<file path="config.mk">
export PLATFORM = sky130hd
export DESIGN_NAME = alu_sequencer
export DESIGN_NICKNAME = d
export VERILOG_FILES = /design/src/rtl/alu_sequencer_pkg.sv /design/src/rtl/alu_sequencer.sv
export SDC_FILE = /design/constraint.sdc
export NUM_CORES = 1
export LEC_CHECK = 0
export BUFFER_PORTS_ARGS = -buffer_cell sky130_fd_sc_hd__clkbuf_2
export CORE_AREA = 2 2 115 117
export CTS_CLUSTER_DIAMETER = 200
export CTS_CLUSTER_SIZE = 28
export DETAILED_ROUTE_END_ITERATION = 10
export DIE_AREA = 0 0 117 119
export PLACE_DENSITY = 0.75
export SLEW_MARGIN = 25
export SYNTH_ARGS = -nofsm -noshare
export SYNTH_HDL_FRONTEND = slang
export SYNTH_SLANG_ARGS = --single-unit
</file>
<file path="constraint.sdc">
create_clock -name clk -period 1.6 [get_ports clk]
set_input_delay 0.32 -clock clk [delete_from_list [all_inputs] [get_ports clk]]
set_output_delay 0.32 -clock clk [all_outputs]
set_load 0.02 [all_outputs]
</file>
<file path="src/rtl/alu_sequencer_pkg.sv">
// Shared definitions for the ALU issue/collect sequencer: opcode encodings,
// flag bit positions, default widths and the opcode legality check.
package alu_sequencer_pkg;

    localparam int unsigned OP_W   = 5;
    localparam int unsigned DATA_W = 32;
    localparam int unsigned CNT_W  = 16;
    localparam int unsigned FLAG_W = 4;

    // Flag bit positions inside a {C,S,O,Z} vector
    localparam int unsigned FLAG_C = 3;
    localparam int unsigned FLAG_S = 2;
    localparam int unsigned FLAG_O = 1;
    localparam int unsigned FLAG_Z = 0;

    // Opcode encodings understood by the ALU
    localparam logic [OP_W-1:0] OP_NOP = 5'h00;
    localparam logic [OP_W-1:0] OP_NOT = 5'h01;
    localparam logic [OP_W-1:0] OP_AND = 5'h02;
    localparam logic [OP_W-1:0] OP_OR  = 5'h03;
    localparam logic [OP_W-1:0] OP_NEG = 5'h04;
    localparam logic [OP_W-1:0] OP_ADD = 5'h05;
    localparam logic [OP_W-1:0] OP_SUB = 5'h06;
    localparam logic [OP_W-1:0] OP_HLT = 5'h1F;

    // ALU status flags as carried on the response bus
    typedef struct packed {
        logic c;
        logic s;
        logic o;
        logic z;
    } alu_flags_t;

    // True for every opcode the ALU implements, HLT included
    function automatic logic op_is_legal(input logic [OP_W-1:0] op);
        logic legal;
        legal = 1'b0;
        case (op)
            OP_NOP, OP_NOT, OP_AND, OP_OR,
            OP_NEG, OP_ADD, OP_SUB, OP_HLT: legal = 1'b1;
            default:                        legal = 1'b0;
        endcase
        return legal;
    endfunction

endpackage

</file>
<file path="src/rtl/alu_sequencer.sv">
// Issue/collect front-end for the combinational ALU: accepts one instruction
// over valid/ready, drives the ALU from registers, captures the result one
// cycle later and returns it over a valid/ready response handshake.
// Optional build macro ALU_SEQ_CHAIN_EN adds a chain register so an
// instruction can take operand A from the previous legal non-NOP result.
module alu_sequencer
    import alu_sequencer_pkg::*;
#(
    parameter int unsigned WIDTH = 32,
    parameter int unsigned OPW   = 5,
    parameter int unsigned CNTW  = 16
) (
    input  logic             clk,
    input  logic             rst_n,
    input  logic             in_valid,
    output logic             in_ready,
    input  logic [OPW-1:0]   in_op,
    input  logic [WIDTH-1:0] in_a,
    input  logic [WIDTH-1:0] in_b,
    input  logic             in_chain,
    output logic [OPW-1:0]   alu_opcode,
    output logic [WIDTH-1:0] alu_a,
    output logic [WIDTH-1:0] alu_b,
    input  logic [WIDTH-1:0] alu_r,
    input  logic             alu_c,
    input  logic             alu_s,
    input  logic             alu_o,
    input  logic             alu_z,
    output logic             out_valid,
    input  logic             out_ready,
    output logic [WIDTH-1:0] out_r,
    output logic [3:0]       out_flags,
    output logic             out_err,
    output logic [3:0]       flags_q,
    output logic [CNTW-1:0]  op_count,
    output logic             halted
);

    typedef enum logic [1:0] {
        ST_IDLE   = 2'd0,
        ST_EXEC   = 2'd1,
        ST_RESP   = 2'd2,
        ST_HALTED = 2'd3
    } state_t;

    state_t           state_q, state_d;
    logic             in_ready_q, in_ready_d;
    logic [OPW-1:0]   alu_opcode_q, alu_opcode_d;
    logic [WIDTH-1:0] alu_a_q, alu_a_d;
    logic [WIDTH-1:0] alu_b_q, alu_b_d;
    logic             out_valid_q, out_valid_d;
    logic [WIDTH-1:0] out_r_q, out_r_d;
    alu_flags_t       out_flags_q, out_flags_d;
    logic             out_err_q, out_err_d;
    alu_flags_t       flags_arch_q, flags_arch_d;
    logic [CNTW-1:0]  op_count_q, op_count_d;
    logic             halted_q, halted_d;
    // Tags carried with the instruction in flight
    logic             err_tag_q, err_tag_d;
    logic             upd_tag_q, upd_tag_d;
    logic [3:0]       alu_flags_in;
    logic             accept_legal;
    logic             accept_hlt;

`ifdef ALU_SEQ_CHAIN_EN
    logic [WIDTH-1:0] chain_q, chain_d;
`else
    logic             chain_unused;
    assign chain_unused = in_chain;
`endif

    // Gather the ALU flag pins into {C,S,O,Z} order
    always_comb begin
        alu_flags_in         = 4'b0000;
        alu_flags_in[FLAG_C] = alu_c;
        alu_flags_in[FLAG_S] = alu_s;
        alu_flags_in[FLAG_O] = alu_o;
        alu_flags_in[FLAG_Z] = alu_z;
    end

    assign accept_hlt   = (OP_W'(in_op) == OP_HLT);
    assign accept_legal = op_is_legal(OP_W'(in_op)) && (OPW'(OP_W'(in_op)) == in_op);

    // Next-state and next-output logic
    always_comb begin
        state_d      = state_q;
        alu_opcode_d = alu_opcode_q;
        alu_a_d      = alu_a_q;
        alu_b_d      = alu_b_q;
        out_valid_d  = out_valid_q;
        out_r_d      = out_r_q;
        out_flags_d  = out_flags_q;
        out_err_d    = out_err_q;
        flags_arch_d = flags_arch_q;
        op_count_d   = op_count_q;
        halted_d     = halted_q;
        err_tag_d    = err_tag_q;
        upd_tag_d    = upd_tag_q;
`ifdef ALU_SEQ_CHAIN_EN
        chain_d      = chain_q;
`endif

        case (state_q)
            ST_IDLE: begin
                if (in_valid) begin
                    if (accept_legal && accept_hlt) begin
                        halted_d = 1'b1;
                        state_d  = ST_HALTED;
                    end else if (accept_legal) begin
                        alu_opcode_d = in_op;
`ifdef ALU_SEQ_CHAIN_EN
                        alu_a_d      = in_chain ? chain_q : in_a;
`else
                        alu_a_d      = in_a;
`endif
                        alu_b_d      = in_b;
                        err_tag_d    = 1'b0;
                        upd_tag_d    = (OP_W'(in_op) != OP_NOP);
                        state_d      = ST_EXEC;
                    end else begin
                        alu_opcode_d = OPW'(OP_NOP);
                        err_tag_d    = 1'b1;
                        upd_tag_d    = 1'b0;
                        state_d      = ST_EXEC;
                    end
                end
            end

            ST_EXEC: begin
                out_valid_d = 1'b1;
                if (err_tag_q) begin
                    out_r_d     = '0;
                    out_flags_d = '0;
                    out_err_d   = 1'b1;
                end else begin
                    out_r_d     = alu_r;
                    out_flags_d = alu_flags_t'(alu_flags_in);
                    out_err_d   = 1'b0;
                end
                state_d = ST_RESP;
            end

            ST_RESP: begin
                if (out_ready) begin
                    out_valid_d = 1'b0;
                    op_count_d  = op_count_q + CNTW'(1);
                    if (upd_tag_q) begin
                        flags_arch_d = out_flags_q;
`ifdef ALU_SEQ_CHAIN_EN
                        chain_d      = out_r_q;
`endif
                    end
                    state_d = ST_IDLE;
                end
            end

            ST_HALTED: begin
                state_d = ST_HALTED;
            end

            default: begin
                state_d = ST_IDLE;
            end
        endcase

        in_ready_d = (state_d == ST_IDLE);
    end

    // State and output registers with synchronous active-low reset
    always_ff @(posedge clk) begin
        if (!rst_n) begin
            state_q      <= ST_IDLE;
            in_ready_q   <= 1'b1;
            alu_opcode_q <= OPW'(OP_NOP);
            alu_a_q      <= '0;
            alu_b_q      <= '0;
            out_valid_q  <= 1'b0;
            out_r_q      <= '0;
            out_flags_q  <= '0;
            out_err_q    <= 1'b0;
            flags_arch_q <= '0;
            op_count_q   <= '0;
            halted_q     <= 1'b0;
            err_tag_q    <= 1'b0;
            upd_tag_q    <= 1'b0;
`ifdef ALU_SEQ_CHAIN_EN
            chain_q      <= '0;
`endif
        end else begin
            state_q      <= state_d;
            in_ready_q   <= in_ready_d;
            alu_opcode_q <= alu_opcode_d;
            alu_a_q      <= alu_a_d;
            alu_b_q      <= alu_b_d;
            out_valid_q  <= out_valid_d;
            out_r_q      <= out_r_d;
            out_flags_q  <= out_flags_d;
            out_err_q    <= out_err_d;
            flags_arch_q <= flags_arch_d;
            op_count_q   <= op_count_d;
            halted_q     <= halted_d;
            err_tag_q    <= err_tag_d;
            upd_tag_q    <= upd_tag_d;
`ifdef ALU_SEQ_CHAIN_EN
            chain_q      <= chain_d;
`endif
        end
    end

    assign in_ready   = in_ready_q;
    assign alu_opcode = alu_opcode_q;
    assign alu_a      = alu_a_q;
    assign alu_b      = alu_b_q;
    assign out_valid  = out_valid_q;
    assign out_r      = out_r_q;
    assign out_flags  = out_flags_q;
    assign out_err    = out_err_q;
    assign flags_q    = flags_arch_q;
    assign op_count   = op_count_q;
    assign halted     = halted_q;

endmodule

</file>
==> summary.txt, run 1 <==
Clock tree
  – CTS HTree Levels: 4
  – CTS sink cnt: 133
  – Clock Path Buffers: 2
  – CTS Buf Count: 17
  – Root Buffer: clkbuf_16
  – Worst-path clk slew: 0.06 ns
  – CTS tree: yes
  – Insertion delay to the later sink of the worst-skew pair: 0.41 ns

Timing
  – Slew Viols, Final: 0
  – Setup Skew: 0.00640 ns
  – Final worst-path cycle share: 112%
  – Slew HR: 79.8%
  – Slew @ Worst Pin: 0.300 ns
  – RSZ-0062 raised after global routing: true
  – Setup WS post-layout: -0.184 ns
  – Sum of negative setup slack: -9.06 ns
  – Post-layout minimum cycle time: 1.78 ns
  – Maximum operating frequency: 560 MHz
  – Final Hold Viols: 0
  – Final setup fails: 65

Floorplanning
  – Site row count: 42
  – Boundary Pins: 239
  – Die area: 0.0139 mm^2
  – Die width: 117 um
  – Core Box Area: 0.0129 mm^2
  – Initial core utilization: 40.6%
  – Die height: 119 um

Power
  – P per Cell Area: 1070 mW/mm^2
  – Pleak: 3.59 nW
  – Maximum VDD drop: 0.536 mV

Flow run
  – Maxcap violations: 0

Cells and area
  – Filler instances: 1119
  – Final net count: 962
  – Layout cells sized above 1: 40.6%
  – Diode count: 0
  – Syn-to-layout area delta: 49.8%

Synthesis
  – YS warnings: 0
  – Post-synthesis cell count: 593
  – Mapped Area: 0.00523 mm^2
  – Mapped Nets: 704
  – Synth unique cells: 39
  – Leading area contributor after synthesis: dfxtp_1
  – Post-synth EDFFs: 0
  – Top-count cell post-synth: nand2_1
  – Yosys top cell area share: 50.9%
  – Largest cells by area after synthesis: dfxtp_1, nand2_1, a21boi_1
  – Sequential-to-total area share from yosys stat: 50.9%
  – Post-synth top flop: dfxtp_1
  – Syn avg cell area: 8.82 um^2
  – Top cells by count, synth: nand2_1, dfxtp_1, a21boi_1
  – Register bit total from synthesis: 133
  – Post-synth ARST share: 0%

Setup path
  – Crit path cell chain: or3b_4 -> or4_4 -> buf_16 -> nand2_1 -> a21boi_1
  – CP delay by family, top: simple AND/OR/NAND/NOR gates
  – Crit Path Class: reg2reg
  – Worst Path Arrival: 2.07 ns
  – Slowest CP cell: or4_4
  – WP data required: 1.89 ns
  – Setup crit end kind: register
  – CP Launch Type: register
  – CP max FO: 8
  – Bufs and invs on worst path: 1
  – Worst path max stage delay: 0.57 ns

Placement
  – Port Buffers: 237
  – RePlAce Congestion: 0.788
  – Dpl ws: -0.223 ns
  – HPWL after detailed placement: 9420 um

Outcome
  – Outcome: finished, violations left
  – Failing checks: negative setup slack

Global routing
  – Vias in the first global route: 4698
  – Pin count of the biggest net entering global routing: 82
  – GRT overflow: 0
  – Initial antenna violation count: 0
  – First-pass GRT wire length: 22400 um
  – Total GRT Usage: 20.5%

Drt
  – Vias/cell: 4.88
  – DR WL/cell: 14.7 um
  – Pre-Repair DR Iteration Count: 4
  – DR vias: 5075
  – DRC Markers: 0
  – Total Wirelength: 15300 um
  – Antenna Nets Post-Route: 0
  – Starting DRT DRC Count: 279

Hold path
  – HP Class: in2reg
## area by class of cell
type / instances / area (um^2) / share of cell area, %
flip-flops and latches: 133 / 2670 / 34.1
multi-input cells: 416 / 2490 / 31.8
repair buffers: 281 / 1840 / 23.5
clock buffers: 24 / 482 / 6.15
well taps: 176 / 220 / 2.81
clock inverters: 8 / 123 / 1.57
inverters: 2 / 7.51 / 0.0958
## metrics by stage
step	power [mW]	hold WS (ns)	cells	util, %	instance area, um^2
after global placement	4.34	0.440	993	52.3	6730
after global routing	8.69	0.114	1040	60.8	7830
after floorplan	4.00	0.441	593	-	5230
after detailed placement	4.35	0.444	993	52.3	6730
after CTS	8.38	0.107	1035	58.8	7570
final	8.36	0.126	1040	60.8	7830
## cells by family (layout without fill, tap and decap cells)
logic type | Yosys count | in the layout | synth area share, %
flip-flops | 133 | 133 | 50.9
multiplexers | 1 | 1 | 0.191
XOR/XNOR | 9 | 9 | 1.51
AO/OA/AOI/OAI | 129 | 129 | 16.4
buffers and inverters | 44 | 315 | 4.33
AND/OR/NAND/NOR | 276 | 276 | 26.4
adder cells (fa/ha/maj) | 1 | 1 | 0.239
## what timing repair did
action                                  4_1_cts  5_1_grt
cloned                                        4        6
gates resized for setup                      11       54
endpoints found under the setup margin       69       72
pin swaps                                     6       20
buffers inserted                              7        0
hold buffers                                  0        0
## state kept, by name, indices dropped and copies added (netlist names)
register    count
alu_a          32
alu_b          32
out_r          32
op_count       16
alu_opcode      5
flags_q         4
out_flags       4
state_q         2
err_tag_q       1
halted          1
in_ready        1
out_err         1
out_valid       1
upd_tag_q       1
## tightest hold or removal path, stage by stage
cell and delay (ns):
clkbuf_2 0.08, nand2_1 0.04, a21boi_1 0.05
## path summary, 6_finish.rpt
kind,end,cells after the start,slack [ns],startpoint
worst max-delay path,alu_b[12],5,-0.18,state_q[0]
worst min-delay path,alu_a[27],3,0.13,in_a[27]
worst min register to register,alu_a[9],2,0.45,alu_a[9]
worst max register to register,alu_b[12],5,-0.18,state_q[0]
## layout by cell type (no fill, tap or decap), types with 20 or more instances in the layout
cell type and count:
nand2_1 123, clkbuf_16 22, clkbuf_2 236, and3_1 43
a21boi_1 56, dfxtp_1 128, a21oi_1 39, nor2b_1 40
buf_4 20
## report_power, final
part	switching (mW)	total, mW	internal [mW]
clock network	1.39	3.96	2.57
logic	0.490	0.921	0.431
registers	0.0630	3.48	3.42
total	1.94	8.36	6.42
## per-layer routing
| layer | vias to the layer above | track usage [%] | wire length [um] |
|---|---|---|---|
| li1 | 2512 | - | - |
| met3 | 16 | 7.28 | 1370 |
| met2 | 209 | 34.2 | 7440 |
| met4 | 0 | 8.09 | 174 |
| met1 | 2338 | 23.7 | 6340 |
| met5 | - | 0 | 0 |
Note: power is estimated with default switching activity, not from simulation.
==> run 2: changes to the inputs <==
- PLACE_DENSITY: 0.75 -> not set
- PLACE_DENSITY_LB_ADDON: not set -> 0.1
==> summary.txt, run 2 (same netlist as run 1, synthesis figures left out) <==
Outcome
  – Failing checks: negative setup slack
  – Outcome: finished, violations left

Drt
  – Antenna Nets Post-Route: 0 (unchanged)
  – Starting DRT DRC Count: 250 (-10%)
  – DR vias: 4918 (-3.1%)
  – Total Wirelength: 14300 um (-7.0%)
  – Pre-Repair DR Iteration Count: 4 (unchanged)
  – DRC Markers: 0 (unchanged)
  – Vias/cell: 4.81 (-1.4%)
  – DR WL/cell: 13.9 um (-5.3%)

Timing
  – Maximum operating frequency: 590 MHz (+5.3%)
  – Setup WS post-layout: -0.0938 ns (+0.0906 ns)
  – Slew Viols, Final: 0 (unchanged)
  – Final setup fails: 68 (+4.6%)
  – Slew @ Worst Pin: 0.490 ns (+0.191 ns)
  – Final worst-path cycle share: 106% (-5.7 points)
  – WHS: 0.124 ns (-0.00141 ns)
  – Sum of negative setup slack: -4.87 ns (+4.20 ns)
  – Post-layout minimum cycle time: 1.69 ns (-0.0906 ns)
  – RSZ-0062 raised after global routing: true
  – Final Hold Viols: 0 (unchanged)
  – Setup Skew: 0.00771 ns (+0.00131 ns)
  – Slew HR: 67.2% (-13 points)

Global routing
  – Vias in the first global route: 4635 (-1.3%)
  – Initial antenna violation count: 0 (unchanged)
  – Total GRT Usage: 20.4% (-0.14 points)
  – Pin count of the biggest net entering global routing: 73 (-11%)
  – First-pass GRT wire length: 22200 um (-1.1%)
  – GRT overflow: 0 (unchanged)

Power
  – Pint: 6.39 mW (-0.56%)
  – Total power: 8.22 mW (-1.7%)
  – Switching share of power: 22.3% (-0.86 points)
  – Maximum VDD drop: 0.631 mV (+18%)
  – Combinational Power Share: 10.2% (-0.8 points)
  – Pleak: 3.40 nW (-5.2%)
  – Seq pwr share: 42.3% (+0.6 points)
  – P per Cell Area: 1110 mW/mm^2 (+3.7%)
  – Psw: 1.84 mW (-5.3%)
  – Clock power share: 47.5% (+0.2 points)

Cells and area
  – Design area: 0.00743 mm^2 (-5.1%)
  – Leading cell type in the layout, fill and taps excluded: clkbuf_2
  – Non-Filler Instances: 1022 (-1.7%)
  – Final net count: 947 (-1.6%)
  – Layout cells sized above 1: 36.9% (-3.7 points)
  – Final core occ: 57.7% (-3.1 points)
  – Syn-to-layout area delta: 42.1%
  – Most frequent cells in the layout: clkbuf_2, nand2_1, dfxtp_1
  – Diode count: 0 (unchanged)
  – Filler instances: 1194 (+6.7%)

Setup path
  – Bufs and invs on worst path: 1 (unchanged)
  – WP data required: 1.90 ns (about the same)
  – Crit path cell chain: or3b_4 -> or4_4 -> buf_12 -> nand2_1 -> a21boi_2
  – CP delay by family, top: simple AND/OR/NAND/NOR gates
  – Crit Path Class: reg2reg
  – Setup crit end kind: register
  – Worst Path Arrival: 2.00 ns (-0.07 ns)
  – Worst path max stage delay: 0.51 ns (-0.06 ns)
  – Slowest CP cell: or4_4
  – CP Launch Type: register
  – CP max FO: 34 (+26)

Placement
  – HPWL after detailed placement: 9570 um (+1.6%)
  – Dpl ws: -0.316 ns (-0.0930 ns)
  – Port Buffers: 237 (unchanged)
  – Cell Count Post-Placement: 987 (-0.60%)
  – RePlAce Congestion: 0.808 (+2.5%)
  – Placed Instance Area: 0.00668 mm^2 (-0.71%)

Floorplanning
  – Boundary Pins: 239 (unchanged)
  – Initial core utilization: 40.6% (unchanged)
  – Die area: 0.0139 mm^2 (unchanged)
  – Die width: 117 um (unchanged)
  – Core Box Area: 0.0129 mm^2 (unchanged)
  – Site row count: 42 (unchanged)
  – Die height: 119 um (unchanged)

Clock tree
  – CTS sink cnt: 133 (unchanged)
  – CTS HTree Levels: 4 (unchanged)
  – Root Buffer: clkbuf_16
  – Insertion delay to the later sink of the worst-skew pair: 0.41 ns (about the same)
  – Worst-path clk slew: 0.05 ns (about the same)
  – CTS Buf Count: 17 (unchanged)
  – CTS tree: yes
  – Hold Buf Count CTS: 0 (unchanged)
  – Clock Path Buffers: 2 (unchanged)

Hold path
  – HP Class: in2reg

Flow run
  – Maxcap violations: 0 (unchanged)
-- run 2: cell types whose count changed in the layout (fill, tap and decap cells not counted), sizes merged --
| cell | change |
|---|---|
| buf | -11 |
| clkbuf | -3 |
| clkinvlp | -2 |
| clkinv | -1 |
| inv | -1 |
-- run 2: cell type report --
class                           count  area [um^2]  share of cell area, %
Timing Repair Buffer              266         1560                   21.0
Clock inverter                      4         95.1                   1.28
Multi-Input combinational cell    416         2380                   32.0
Clock buffer                       25          495                   6.67
Tap cell                          176          220                   2.96
Sequential cell                   133         2670                   35.9
Inverter                            2         11.3                  0.152
-- run 2: path summary, 6_finish.rpt --
check | start | to | slack, ns | depth (start not counted)
max | state_q[0] | alu_b[23] | -0.09 | 5
min | in_b[2] | alu_b[2] | 0.12 | 3
min reg2reg | alu_a[24] | alu_a[24] | 0.45 | 2
max reg2reg | state_q[0] | alu_b[23] | -0.09 | 5
-- run 2: power groups by stage --
stage / clock network (mW) / logic [mW] / registers [mW]
CTS: 3.99 / 0.835 / 3.48
finish: 3.91 / 0.836 / 3.48
detailed placement: 0 / 0.800 / 3.55
floorplan: 0 / 0.332 / 3.66
global route: 4.13 / 0.919 / 3.49
global placement: 0 / 0.787 / 3.54
-- run 2: layer usage --
metal | track usage (%) | share of wire, % | up-vias
li1 | - | - | 2486
met1 | 23.7 | 42 | 2240
met2 | 32.9 | 48 | 167
met3 | 7.58 | 8.2 | 25
met4 | 9.49 | 2.3 | 0
met5 | 0 | 0 | -
-- run 2: worst min-delay path, cell delays in order --
cell      delay (ns)
clkbuf_2        0.08
nand2_1         0.04
a21boi_1        0.05
-- run 2: timing repair --
action,in CTS,in global routing
setup buffers,3,0
cloned,2,1
endpoints found under the setup margin,68,74
gates resized for setup,15,9
pin swaps,7,0
